--- config.mk ---
export PLATFORM = sky130hd
export DESIGN_NAME = sd_xfer_sched_flat
export DESIGN_NICKNAME = d
export VERILOG_FILES = /design/src/rtl/sd_xfer_sched_pkg.sv /design/src/rtl/sd_xfer_sched_if.sv /design/src/rtl/sd_blk_counter.sv /design/src/rtl/sd_xfer_sched.sv /design/src/flat_wrapper.sv
export SDC_FILE = /design/constraint.sdc
export NUM_CORES = 1
export LEC_CHECK = 0
export BUFFER_PORTS_ARGS = -buffer_cell sky130_fd_sc_hd__buf_4
export CAP_MARGIN = 10
export CORE_MARGIN = 5
export CORE_UTILIZATION = 55
export CTS_CLUSTER_DIAMETER = 50
export DETAILED_ROUTE_END_ITERATION = 8
export HOLD_SLACK_MARGIN = 0.1
export PLACE_DENSITY_LB_ADDON = 0.05
export REMOVE_ABC_BUFFERS = 1
export SETUP_SLACK_MARGIN = 0.1
export SYNTH_ARGS = -nofsm -noshare
export SYNTH_HDL_FRONTEND = slang
export SYNTH_SLANG_ARGS = --single-unit
--- constraint.sdc ---
create_clock -name CLK -period 5 [get_ports CLK]
set_input_delay 1.5 -clock CLK [delete_from_list [all_inputs] [get_ports CLK]]
set_output_delay 1.5 -clock CLK [all_outputs]
set_load 0.02 [all_outputs]
--- src/rtl/sd_xfer_sched_pkg.sv ---
`default_nettype none
// ============================================================================
// Module      : sd_xfer_sched_pkg
// Description : Shared types and helpers for the SD transfer scheduler:
//               FSM state encoding, interrupt event bundle, and
//               Present State inhibit decode.
// Revision    : 1.0 - initial release
// ============================================================================
package sd_xfer_sched_pkg;

  typedef enum logic [2:0] {
    ST_IDLE       = 3'd0,
    ST_CMD_ISSUE  = 3'd1,
    ST_CMD_WAIT   = 3'd2,
    ST_XFER_START = 3'd3,
    ST_XFER_RUN   = 3'd4,
    ST_GAP_STOP   = 3'd5
  } state_e;

  // One-cycle interrupt event pulses (NISR bits 0..2 plus the error summary)
  typedef struct packed {
    logic cmd_done;
    logic xfer_done;
    logic gap;
    logic err;
  } evt_t;

  // PSR bit 0: the CMD line is owned by the current command
  function automatic logic cmd_phase(input state_e s);
    return (s == ST_CMD_ISSUE) || (s == ST_CMD_WAIT);
  endfunction

  // PSR bit 1: the DAT lines are owned; a data command claims them while
  // still waiting for its response
  function automatic logic dat_phase(input state_e s, input logic dp);
    return ((s == ST_CMD_WAIT) && dp) || (s == ST_XFER_START) ||
           (s == ST_XFER_RUN) || (s == ST_GAP_STOP);
  endfunction

endpackage
`default_nettype wire

--- src/rtl/sd_xfer_sched_if.sv ---
`default_nettype none
// ============================================================================
// Module      : sd_xfer_sched_if
// Description : Request/handshake bundle between the register bank, the
//               CMD/DAT/DMA blocks and the transfer scheduler.
// Revision    : 1.0 - initial release
// ============================================================================
interface sd_xfer_sched_if #(
  parameter int BLK_CNT_W = 16
);
  // Requests and completions toward the scheduler
  logic                 new_cmd;
  logic                 data_present;
  logic                 multi_block;
  logic                 blk_cnt_en;
  logic [BLK_CNT_W-1:0] block_count;
  logic                 stop_at_gap;
  logic                 continue_req;
  logic                 cmd_complete;
  logic                 cmd_timeout;
  logic                 dat_block_done;
  logic                 dat_error;
  // Scheduler results
  logic                 cmd_start;
  logic                 xfer_start;
  logic                 dat_active;
  logic                 cmd_inhibit;
  logic                 dat_inhibit;
  logic [BLK_CNT_W-1:0] blocks_left;
  logic                 cmd_done_evt;
  logic                 xfer_done_evt;
  logic                 gap_evt;
  logic                 err_evt;

  modport master (
    output new_cmd, data_present, multi_block, blk_cnt_en, block_count,
           stop_at_gap, continue_req, cmd_complete, cmd_timeout,
           dat_block_done, dat_error,
    input  cmd_start, xfer_start, dat_active, cmd_inhibit, dat_inhibit,
           blocks_left, cmd_done_evt, xfer_done_evt, gap_evt, err_evt
  );

  modport slave (
    input  new_cmd, data_present, multi_block, blk_cnt_en, block_count,
           stop_at_gap, continue_req, cmd_complete, cmd_timeout,
           dat_block_done, dat_error,
    output cmd_start, xfer_start, dat_active, cmd_inhibit, dat_inhibit,
           blocks_left, cmd_done_evt, xfer_done_evt, gap_evt, err_evt
  );
endinterface
`default_nettype wire

--- src/rtl/sd_blk_counter.sv ---
`default_nettype none
// ============================================================================
// Module      : sd_blk_counter
// Description : Loadable block down-counter with decrement enable, zero
//               flag and a freeze (unlimited-transfer) mode.
// Revision    : 1.0 - initial release
// ============================================================================
module sd_blk_counter #(
  parameter int W = 16
) (
  input  logic         CLK,
  input  logic         RESET,
  input  logic         load_i,
  input  logic [W-1:0] load_val_i,
  input  logic         freeze_i,
  input  logic         dec_i,
  output logic [W-1:0] count_o,
  output logic         zero_o,
  output logic         frozen_o
);

  logic [W-1:0] count_q, count_d;
  logic         frozen_q, frozen_d;

  // Load wins over decrement; decrement stops at zero and is ignored when frozen
  always_comb begin
    count_d  = count_q;
    frozen_d = frozen_q;
    if (load_i) begin
      count_d  = load_val_i;
      frozen_d = freeze_i;
    end else if (dec_i && !frozen_q && (count_q != '0)) begin
      count_d = count_q - 1'b1;
    end
  end

  // Counter state register
  always_ff @(posedge CLK) begin
    if (RESET) begin
      count_q  <= '0;
      frozen_q <= 1'b0;
    end else begin
      count_q  <= count_d;
      frozen_q <= frozen_d;
    end
  end

  assign count_o  = count_q;
  assign zero_o   = !frozen_q && (count_q == '0);
  assign frozen_o = frozen_q;

endmodule
`default_nettype wire

--- src/rtl/sd_xfer_sched.sv ---
`default_nettype none
// ============================================================================
// Module      : sd_xfer_sched
// Description : SD host transfer scheduler. Issues the command, waits for
//               its response, then runs the data phase block by block with
//               block-gap stop/continue, PSR inhibits and interrupt events.
// Revision    : 1.0 - initial release
// ============================================================================
module sd_xfer_sched
  import sd_xfer_sched_pkg::*;
#(
  parameter int BLK_CNT_W = 16
) (
  input logic             CLK,
  input logic             RESET,
  sd_xfer_sched_if.slave  bus
);

  state_e               state_q, state_d;
  logic                 dp_q, dp_d;
  evt_t                 evt_q, evt_d;
  logic                 cmd_start_q, cmd_start_d;
  logic                 xfer_start_q, xfer_start_d;
  logic                 dat_active_q;
  logic                 cmd_inh_q;
  logic                 dat_inh_q;

  logic                 accept;
  logic                 cnt_dec;
  logic                 cnt_zero;
  logic                 cnt_frozen;
  logic                 cnt_freeze;
  logic                 last_blk;
  logic [BLK_CNT_W-1:0] cnt_val;
  logic [BLK_CNT_W-1:0] cnt_load_val;

  assign accept       = (state_q == ST_IDLE) && bus.new_cmd;
  // Single-block commands always move exactly one block; an enabled block
  // count is taken as-is; otherwise the counter is frozen (unlimited)
  assign cnt_load_val = bus.multi_block ? bus.block_count : BLK_CNT_W'(1);
  assign cnt_freeze   = bus.multi_block && !bus.blk_cnt_en;
  assign last_blk     = !cnt_frozen && (cnt_val == BLK_CNT_W'(1));

  sd_blk_counter #(.W(BLK_CNT_W)) u_blk_counter (
    .CLK        (CLK),
    .RESET      (RESET),
    .load_i     (accept),
    .load_val_i (cnt_load_val),
    .freeze_i   (cnt_freeze),
    .dec_i      (cnt_dec),
    .count_o    (cnt_val),
    .zero_o     (cnt_zero),
    .frozen_o   (cnt_frozen)
  );

  // Next-state and event decode; errors outrank completions on the same cycle
  always_comb begin
    state_d      = state_q;
    dp_d         = dp_q;
    evt_d        = '0;
    cmd_start_d  = 1'b0;
    xfer_start_d = 1'b0;
    cnt_dec      = 1'b0;
    case (state_q)
      ST_IDLE: begin
        if (bus.new_cmd) begin
          state_d     = ST_CMD_ISSUE;
          dp_d        = bus.data_present;
          cmd_start_d = 1'b1;
        end
      end
      ST_CMD_ISSUE: state_d = ST_CMD_WAIT;
      ST_CMD_WAIT: begin
        if (bus.cmd_timeout) begin
          evt_d.err = 1'b1;
          state_d   = ST_IDLE;
        end else if (bus.cmd_complete) begin
          evt_d.cmd_done = 1'b1;
          if (dp_q && !cnt_zero) begin
            state_d = ST_XFER_START;
          end else begin
            state_d         = ST_IDLE;
            evt_d.xfer_done = dp_q;
          end
        end
      end
      ST_XFER_START: begin
        xfer_start_d = 1'b1;
        state_d      = ST_XFER_RUN;
      end
      ST_XFER_RUN: begin
        if (bus.dat_error) begin
          evt_d.err = 1'b1;
          state_d   = ST_IDLE;
        end else if (bus.dat_block_done) begin
          cnt_dec = 1'b1;
          if (last_blk) begin
            evt_d.xfer_done = 1'b1;
            state_d         = ST_IDLE;
          end else if (bus.stop_at_gap) begin
            evt_d.gap = 1'b1;
            state_d   = ST_GAP_STOP;
          end
        end
      end
      ST_GAP_STOP: begin
        if (bus.dat_error) begin
          evt_d.err = 1'b1;
          state_d   = ST_IDLE;
        end else if (bus.continue_req) begin
          state_d = ST_XFER_START;
        end
      end
      default: state_d = ST_IDLE;
    endcase
  end

  // State and registered outputs; status levels follow the state being entered
  always_ff @(posedge CLK) begin
    if (RESET) begin
      state_q      <= ST_IDLE;
      dp_q         <= 1'b0;
      evt_q        <= '0;
      cmd_start_q  <= 1'b0;
      xfer_start_q <= 1'b0;
      dat_active_q <= 1'b0;
      cmd_inh_q    <= 1'b0;
      dat_inh_q    <= 1'b0;
    end else begin
      state_q      <= state_d;
      dp_q         <= dp_d;
      evt_q        <= evt_d;
      cmd_start_q  <= cmd_start_d;
      xfer_start_q <= xfer_start_d;
      dat_active_q <= (state_d == ST_XFER_RUN);
      cmd_inh_q    <= cmd_phase(state_d);
      dat_inh_q    <= dat_phase(state_d, dp_d);
    end
  end

  assign bus.cmd_start     = cmd_start_q;
  assign bus.xfer_start    = xfer_start_q;
  assign bus.dat_active    = dat_active_q;
  assign bus.cmd_inhibit   = cmd_inh_q;
  assign bus.dat_inhibit   = dat_inh_q;
  assign bus.blocks_left   = cnt_val;
  assign bus.cmd_done_evt  = evt_q.cmd_done;
  assign bus.xfer_done_evt = evt_q.xfer_done;
  assign bus.gap_evt       = evt_q.gap;
  assign bus.err_evt       = evt_q.err;

endmodule
`default_nettype wire

--- src/flat_wrapper.sv ---
// flat-port wrapper written by rule: the top's interface ports become plain ports
module sd_xfer_sched_flat import sd_xfer_sched_pkg::*;
#(
  parameter int BLK_CNT_W = 16
)
  (CLK, RESET, bus_new_cmd, bus_data_present, bus_multi_block, bus_blk_cnt_en, bus_block_count, bus_stop_at_gap, bus_continue_req, bus_cmd_complete, bus_cmd_timeout, bus_dat_block_done, bus_dat_error, bus_cmd_start, bus_xfer_start, bus_dat_active, bus_cmd_inhibit, bus_dat_inhibit, bus_blocks_left, bus_cmd_done_evt, bus_xfer_done_evt, bus_gap_evt, bus_err_evt);
  sd_xfer_sched_if #(.BLK_CNT_W(BLK_CNT_W)) bus_i ();
  input logic CLK;
  input logic RESET;
  input wire logic [$bits(bus_i.new_cmd)-1:0] bus_new_cmd;
  input wire logic [$bits(bus_i.data_present)-1:0] bus_data_present;
  input wire logic [$bits(bus_i.multi_block)-1:0] bus_multi_block;
  input wire logic [$bits(bus_i.blk_cnt_en)-1:0] bus_blk_cnt_en;
  input wire logic [$bits(bus_i.block_count)-1:0] bus_block_count;
  input wire logic [$bits(bus_i.stop_at_gap)-1:0] bus_stop_at_gap;
  input wire logic [$bits(bus_i.continue_req)-1:0] bus_continue_req;
  input wire logic [$bits(bus_i.cmd_complete)-1:0] bus_cmd_complete;
  input wire logic [$bits(bus_i.cmd_timeout)-1:0] bus_cmd_timeout;
  input wire logic [$bits(bus_i.dat_block_done)-1:0] bus_dat_block_done;
  input wire logic [$bits(bus_i.dat_error)-1:0] bus_dat_error;
  output wire logic [$bits(bus_i.cmd_start)-1:0] bus_cmd_start;
  output wire logic [$bits(bus_i.xfer_start)-1:0] bus_xfer_start;
  output wire logic [$bits(bus_i.dat_active)-1:0] bus_dat_active;
  output wire logic [$bits(bus_i.cmd_inhibit)-1:0] bus_cmd_inhibit;
  output wire logic [$bits(bus_i.dat_inhibit)-1:0] bus_dat_inhibit;
  output wire logic [$bits(bus_i.blocks_left)-1:0] bus_blocks_left;
  output wire logic [$bits(bus_i.cmd_done_evt)-1:0] bus_cmd_done_evt;
  output wire logic [$bits(bus_i.xfer_done_evt)-1:0] bus_xfer_done_evt;
  output wire logic [$bits(bus_i.gap_evt)-1:0] bus_gap_evt;
  output wire logic [$bits(bus_i.err_evt)-1:0] bus_err_evt;
  assign bus_i.new_cmd = bus_new_cmd;
  assign bus_i.data_present = bus_data_present;
  assign bus_i.multi_block = bus_multi_block;
  assign bus_i.blk_cnt_en = bus_blk_cnt_en;
  assign bus_i.block_count = bus_block_count;
  assign bus_i.stop_at_gap = bus_stop_at_gap;
  assign bus_i.continue_req = bus_continue_req;
  assign bus_i.cmd_complete = bus_cmd_complete;
  assign bus_i.cmd_timeout = bus_cmd_timeout;
  assign bus_i.dat_block_done = bus_dat_block_done;
  assign bus_i.dat_error = bus_dat_error;
  assign bus_cmd_start = bus_i.cmd_start;
  assign bus_xfer_start = bus_i.xfer_start;
  assign bus_dat_active = bus_i.dat_active;
  assign bus_cmd_inhibit = bus_i.cmd_inhibit;
  assign bus_dat_inhibit = bus_i.dat_inhibit;
  assign bus_blocks_left = bus_i.blocks_left;
  assign bus_cmd_done_evt = bus_i.cmd_done_evt;
  assign bus_xfer_done_evt = bus_i.xfer_done_evt;
  assign bus_gap_evt = bus_i.gap_evt;
  assign bus_err_evt = bus_i.err_evt;
  sd_xfer_sched #(.BLK_CNT_W(BLK_CNT_W)) u_core (.CLK(CLK), .RESET(RESET), .bus(bus_i));
endmodule
Word-level counts from Yosys, hierarchy flattened. Cells that the tools add are included.

Add/subtract/negate cells: 1. Equality and inequality tests: 11. Multiplexer cells: 33. Bitwise logic cells: 4. Reductions and logical operators: 23.

Operators with widths (count): $mux W16 (3); $mux W3 (9); $pmux W3 S6 (1); $eq A16 B1 Y1 const B (1); $logic_not A16 Y1 (1); $reduce_bool A16 Y1 (1); $sub A16 B1 Y16 const B (1); $mux W1 (14); $eq A3 B2 Y1 const B (4); $eq A3 B3 Y1 const B (4); $logic_and A1 B1 Y1 (8); $mux W2 (4); $eq A3 B1 Y1 const B (2); $reduce_or A5 Y1 (1); $logic_or A1 B1 Y1 (4); $not A1 Y1 (4); $pmux W1 S2 (2); $reduce_or A2 Y1 (2); $logic_not A1 Y1 (3); $logic_not A3 Y1 (1); $reduce_or A3 Y1 (1); $reduce_bool A2 Y1 (1).

Bits in registers: 30. Bits of input ports: 28. Output and inout port bits: 25. Logic and storage cells: 85.

Depth between registers and ports, before layout.
Depth in word-level cells: 13. Depth in mapped cells: 8. Depth with buffers taken out: 7.

Cells and area by module. Synthesis repeated with hierarchy kept, for this count alone.

Cells, all modules: 216. Area total of the unflattened synthesis: 1799.2 um^2.

By module, submodules not included: sd_blk_counter (times used 1, cells an instance 125, area each 1007.2 um^2, sequential area each 340.3 um^2); sd_xfer_sched (times used 1, cells an instance 91, area each 792.0 um^2, sequential area each 260.2 um^2).

Least setup slack after synthesis. No wires, ideal clock.

Path type: input -> register. Start point: input port bus_dat_error. End point: register u_core.u_blk_counter.count_q[10] (netlist: u_core.u_blk_counter.count_o[10]). Library setup time: 0.122 ns. Data arrival time: 2.849 ns. Required time: 4.878 ns. Slack: 2.030 ns. Stages: 5. Buffers on the path: 0. Path through: or4b_4 > nor4_4 > nand3_1 > and3_1 > a221o_1.

Word-level cells in the longest chain between the ends: 5.

RTL lines: start: declaration (RTL line flat_wrapper.sv:20) `input wire logic [$bits(bus_i.dat_error)-1:0] bus_dat_error;`; $mux W1 (RTL line sd_xfer_sched.sv:92) `if (bus.dat_error) begin`; $mux W1 (RTL line sd_xfer_sched.sv:64) `case (state_q)`; $logic_and A1 B1 Y1 (2 in series) (RTL line sd_blk_counter.sv:32) `end else if (dec_i && !frozen_q && (count_q != '0)) begin`; $reduce_bool A2 Y1 (no line); end signal: assignment (RTL line sd_blk_counter.sv:43) `count_q <= count_d;`; end: declaration (RTL line sd_blk_counter.sv:22) `logic [W-1:0] count_q, count_d;`.

Every way passes these cells. A chain may end at the register's enable or synchronous reset.

Worst setup path after layout. Same ends and word-level chain as after synthesis.

==> flow_metrics.env <==
export IMPL_status="complete, no violations"
export IMPL_cp_end_kind="register"
export IMPL_avgSynthCellArea_um2=8.75
export IMPL_crit_start="bus_dat_error"
export IMPL_final_area_mm2=0.00217
export IMPL_cts_sinks=30
export IMPL_fin_hold_ws_ns=0.554
export IMPL_cp_max_fo=6
export IMPL_area_growth_pct=26.0
export IMPL_grt_pass1_wl_mm=7.36
export IMPL_startpoint_type="primary input"
export IMPL_grt_pass1_vias=1638
export IMPL_synthArstFlopShare_pct=0
export IMPL_min_to="u_core.u_blk_counter.count_o[9]"
export IMPL_rsz0062_at_grt="no"
export IMPL_final_nets=278
export IMPL_clk_insertion_delay_late_ns=0.33
export IMPL_critPathKind="primary input to register"
export IMPL_placed_area_mm2=0.00212
export IMPL_synth_top_area_share_pct=34.8
export IMPL_core_area_mm2=0.00303
export IMPL_multi_input_area_mm2=0.00104
export IMPL_dieArea_mm2=0.00435
export IMPL_track_usage_pct=21.9
export IMPL_drive_gt1_share_pct=27.9
export IMPL_cts_buffer_depth=2
export IMPL_root_buffer="clkbuf_4"
export IMPL_rows=20
export IMPL_ant_nets=0
export IMPL_slowest_stage="or4b_4"
export IMPL_place_congestion=0.930
export IMPL_hold_class="register to register"
export IMPL_ys_ff_latch=30
export IMPL_wire_per_inst_um=15.6
export IMPL_mostFrequentLayoutCells="53 x buf_4, 30 x dfxtp_1, 15 x nor2_1, 10 x nor3_1, 10 x a21oi_1"
export IMPL_die_w_um=66.0
export IMPL_vias_per_cell=5.90
export IMPL_finClkSkew_ns=0.0134
export IMPL_synth_edf_count=0
export IMPL_post_cts_resized=0
export IMPL_htreeDepth=2
export IMPL_peakVddDrop_v=0.000207
export IMPL_synth_cells=197
export IMPL_tightest_slew_ns=0.653
export IMPL_path_cells="buf_4 > or4b_4 > nor4_4 > nand3_1 > and3_1 > a221o_1"
export IMPL_cts_made_buffers=5
export IMPL_relSlewSlack_pct=56.2
export IMPL_ios=53
export IMPL_ys_flop_type="dfxtp_1"
export IMPL_grt_max_degree=26
export IMPL_die_y_um=66.0
export IMPL_postCtsSetupBuffers=0
export IMPL_yosysUniqueCellTypes=54
export IMPL_grt_overflow=0
export IMPL_cp_arrival_ns=3.13
export IMPL_routed_wl_mm=4.53
export IMPL_power_density_mw_per_mm2=260
export IMPL_synth_area_leaders="dfxtp_1 35%, nor2_1 3.3%, xnor2_1 3.0%, a21oi_1 2.9%, nand4_1 2.9%"
export IMPL_reg2reg_from="u_core.u_blk_counter.count_o[2]"
export IMPL_io_buffers=52
export IMPL_final_hold_violation_count=0
export IMPL_rr_endpoint="u_core.u_blk_counter.count_o[9]"
export IMPL_finalSetupViolCount=0
export IMPL_antenna_found_initial=0
export IMPL_clk_pin_slew_ns=0.08
export IMPL_crit_buf_inv=1
export IMPL_yosys_area_top_type="dfxtp_1"
export IMPL_vias=1716
export IMPL_drc=0
export IMPL_fmax_ghz=0.342
export IMPL_hold_start="u_core.u_blk_counter.count_o[9]"
export IMPL_period_needed_ns=2.93
export IMPL_final_common_cell="buf_4"
export IMPL_drtPass1Iterations=4
export IMPL_synth_area_mm2=0.00172
export IMPL_reg2regPathDepth=5
export IMPL_ys_seq_area_share_pct=34.8
export IMPL_nFillCells=246
export IMPL_critPathTopFamily="simple AND/OR/NAND/NOR gates"
export IMPL_totalNegativeSetupSlack_ns=0
export IMPL_holdPathStages=2
export IMPL_cap_violations=0
export IMPL_min_period_over_period_pct=58.5
export IMPL_ys_warn_count=0
export IMPL_initial_utilization_pct=56.9
export IMPL_seq_area_um2=601
export IMPL_holdBufCountCts=0
export IMPL_dp_hpwl_mm=3.32
export IMPL_cts_tree="built"
export IMPL_diodes=0
export IMPL_rrSetupSlack_ns=2.46
export IMPL_crit_required_ns=5.21
export IMPL_drt_iter0_drc=117
export IMPL_finalMaxSlewViolations=0
export IMPL_power_leakage_nw=0.905
export IMPL_slowest_delay_ns=0.55
-- per-layer routing --
layer  share of wire [%]  up-vias  track usage (%)
met3                 5.6        7             5.44
met2                  51       55             39.8
met4                 1.3        0             7.61
met5                   0        -                0
li1                    -      840                -
met1                  42      814             24.7
-- worst min-delay path: cells and delay by family (launching register included) --
kind	cells	cell delay [ns]
AO/OA/AOI/OAI	1	0.07
buffers and inverters	1	0.08
flip-flops	1	0.36
-- sequential cells by signal, indices dropped and copies added, names as in the netlist --
signal,count
u_core.state_q,3
u_core.u_blk_counter.count_o,16
u_core.bus.xfer_start,1
u_core.bus.cmd_done_evt,1
u_core.bus.dat_inhibit,1
u_core.bus.cmd_inhibit,1
u_core.bus.gap_evt,1
u_core.bus.dat_active,1
u_core.bus.xfer_done_evt,1
u_core.bus.cmd_start,1
u_core.dp_q,1
u_core.u_blk_counter.frozen_o,1
u_core.bus.err_evt,1
-- how the worst max path moves through the flow --
stage                                       endpoint  slack, ns  depth (start not counted)
finish              u_core.u_blk_counter.count_o[10]       2.07                          6
global route                  u_core.bus.cmd_inhibit       2.00                          6
CTS                 u_core.u_blk_counter.count_o[10]       2.10                          6
detailed placement  u_core.u_blk_counter.count_o[10]       1.75                          6
global placement    u_core.u_blk_counter.count_o[10]       1.80                          6
floorplan           u_core.u_blk_counter.count_o[10]       1.98                          4
-- synthesized netlist by cell type, types with 2 or more instances --
cell / number
clkbuf_1: 4
a211oi_1: 6
a22o_1: 5
nand3_1: 9
nor4_1: 4
nor4b_2: 2
nor2b_1: 3
a21o_1: 3
o311ai_1: 2
nand2b_1: 4
nand3b_1: 2
ha_1: 3
nor4b_1: 3
a21oi_1: 10
xor2_1: 2
nand4_1: 8
and2_1: 6
dfxtp_1: 30
nand2_1: 9
inv_1: 9
nor3_1: 10
nand4b_1: 2
nor2_1: 15
buf_2: 3
a221oi_1: 2
a32oi_1: 2
xnor2_1: 6
and3_1: 3
a211oi_2: 2
nor3b_1: 4
-- area by class of cell --
cell class / count / area share [%]
inverter: 9 / 1.56
sequential: 30 / 27.6
clock buffer: 5 / 1.73
tap: 44 / 2.53
timing repair buffer: 53 / 18.3
multi-input combinational: 148 / 47.8
clock inverter: 2 / 0.461
-- through the flow --
step	util [%]	power [mW]	setup slack, ns	cells
finish	71.7	0.565	2.07	291
global route	71.7	0.600	2.00	291
CTS	71.7	0.567	2.10	291
detailed placement	70.2	0.435	1.75	284
global placement	70.2	0.431	1.80	284
floorplan	-	0.372	1.98	187
-- kinds of logic after synthesis --
logic type,Yosys count,synth area share (%)
compound gates,42,18.5
xor+xnor,8,4.06
fa+ha+maj,3,2.18
buf+inv,19,5.01
flops,30,34.8
mux,2,1.23
simple gates,93,34.2
-- where the power goes --
part | total (mW) | leakage [nW] | internal, mW | switching (mW)
clock network | 0.132 | 0.0308 | 0.0504 | 0.0816
logic | 0.161 | 0.629 | 0.0707 | 0.0905
registers | 0.272 | 0.245 | 0.252 | 0.0194
total | 0.565 | 0.905 | 0.374 | 0.192
(Power assumes the default switching activity.)
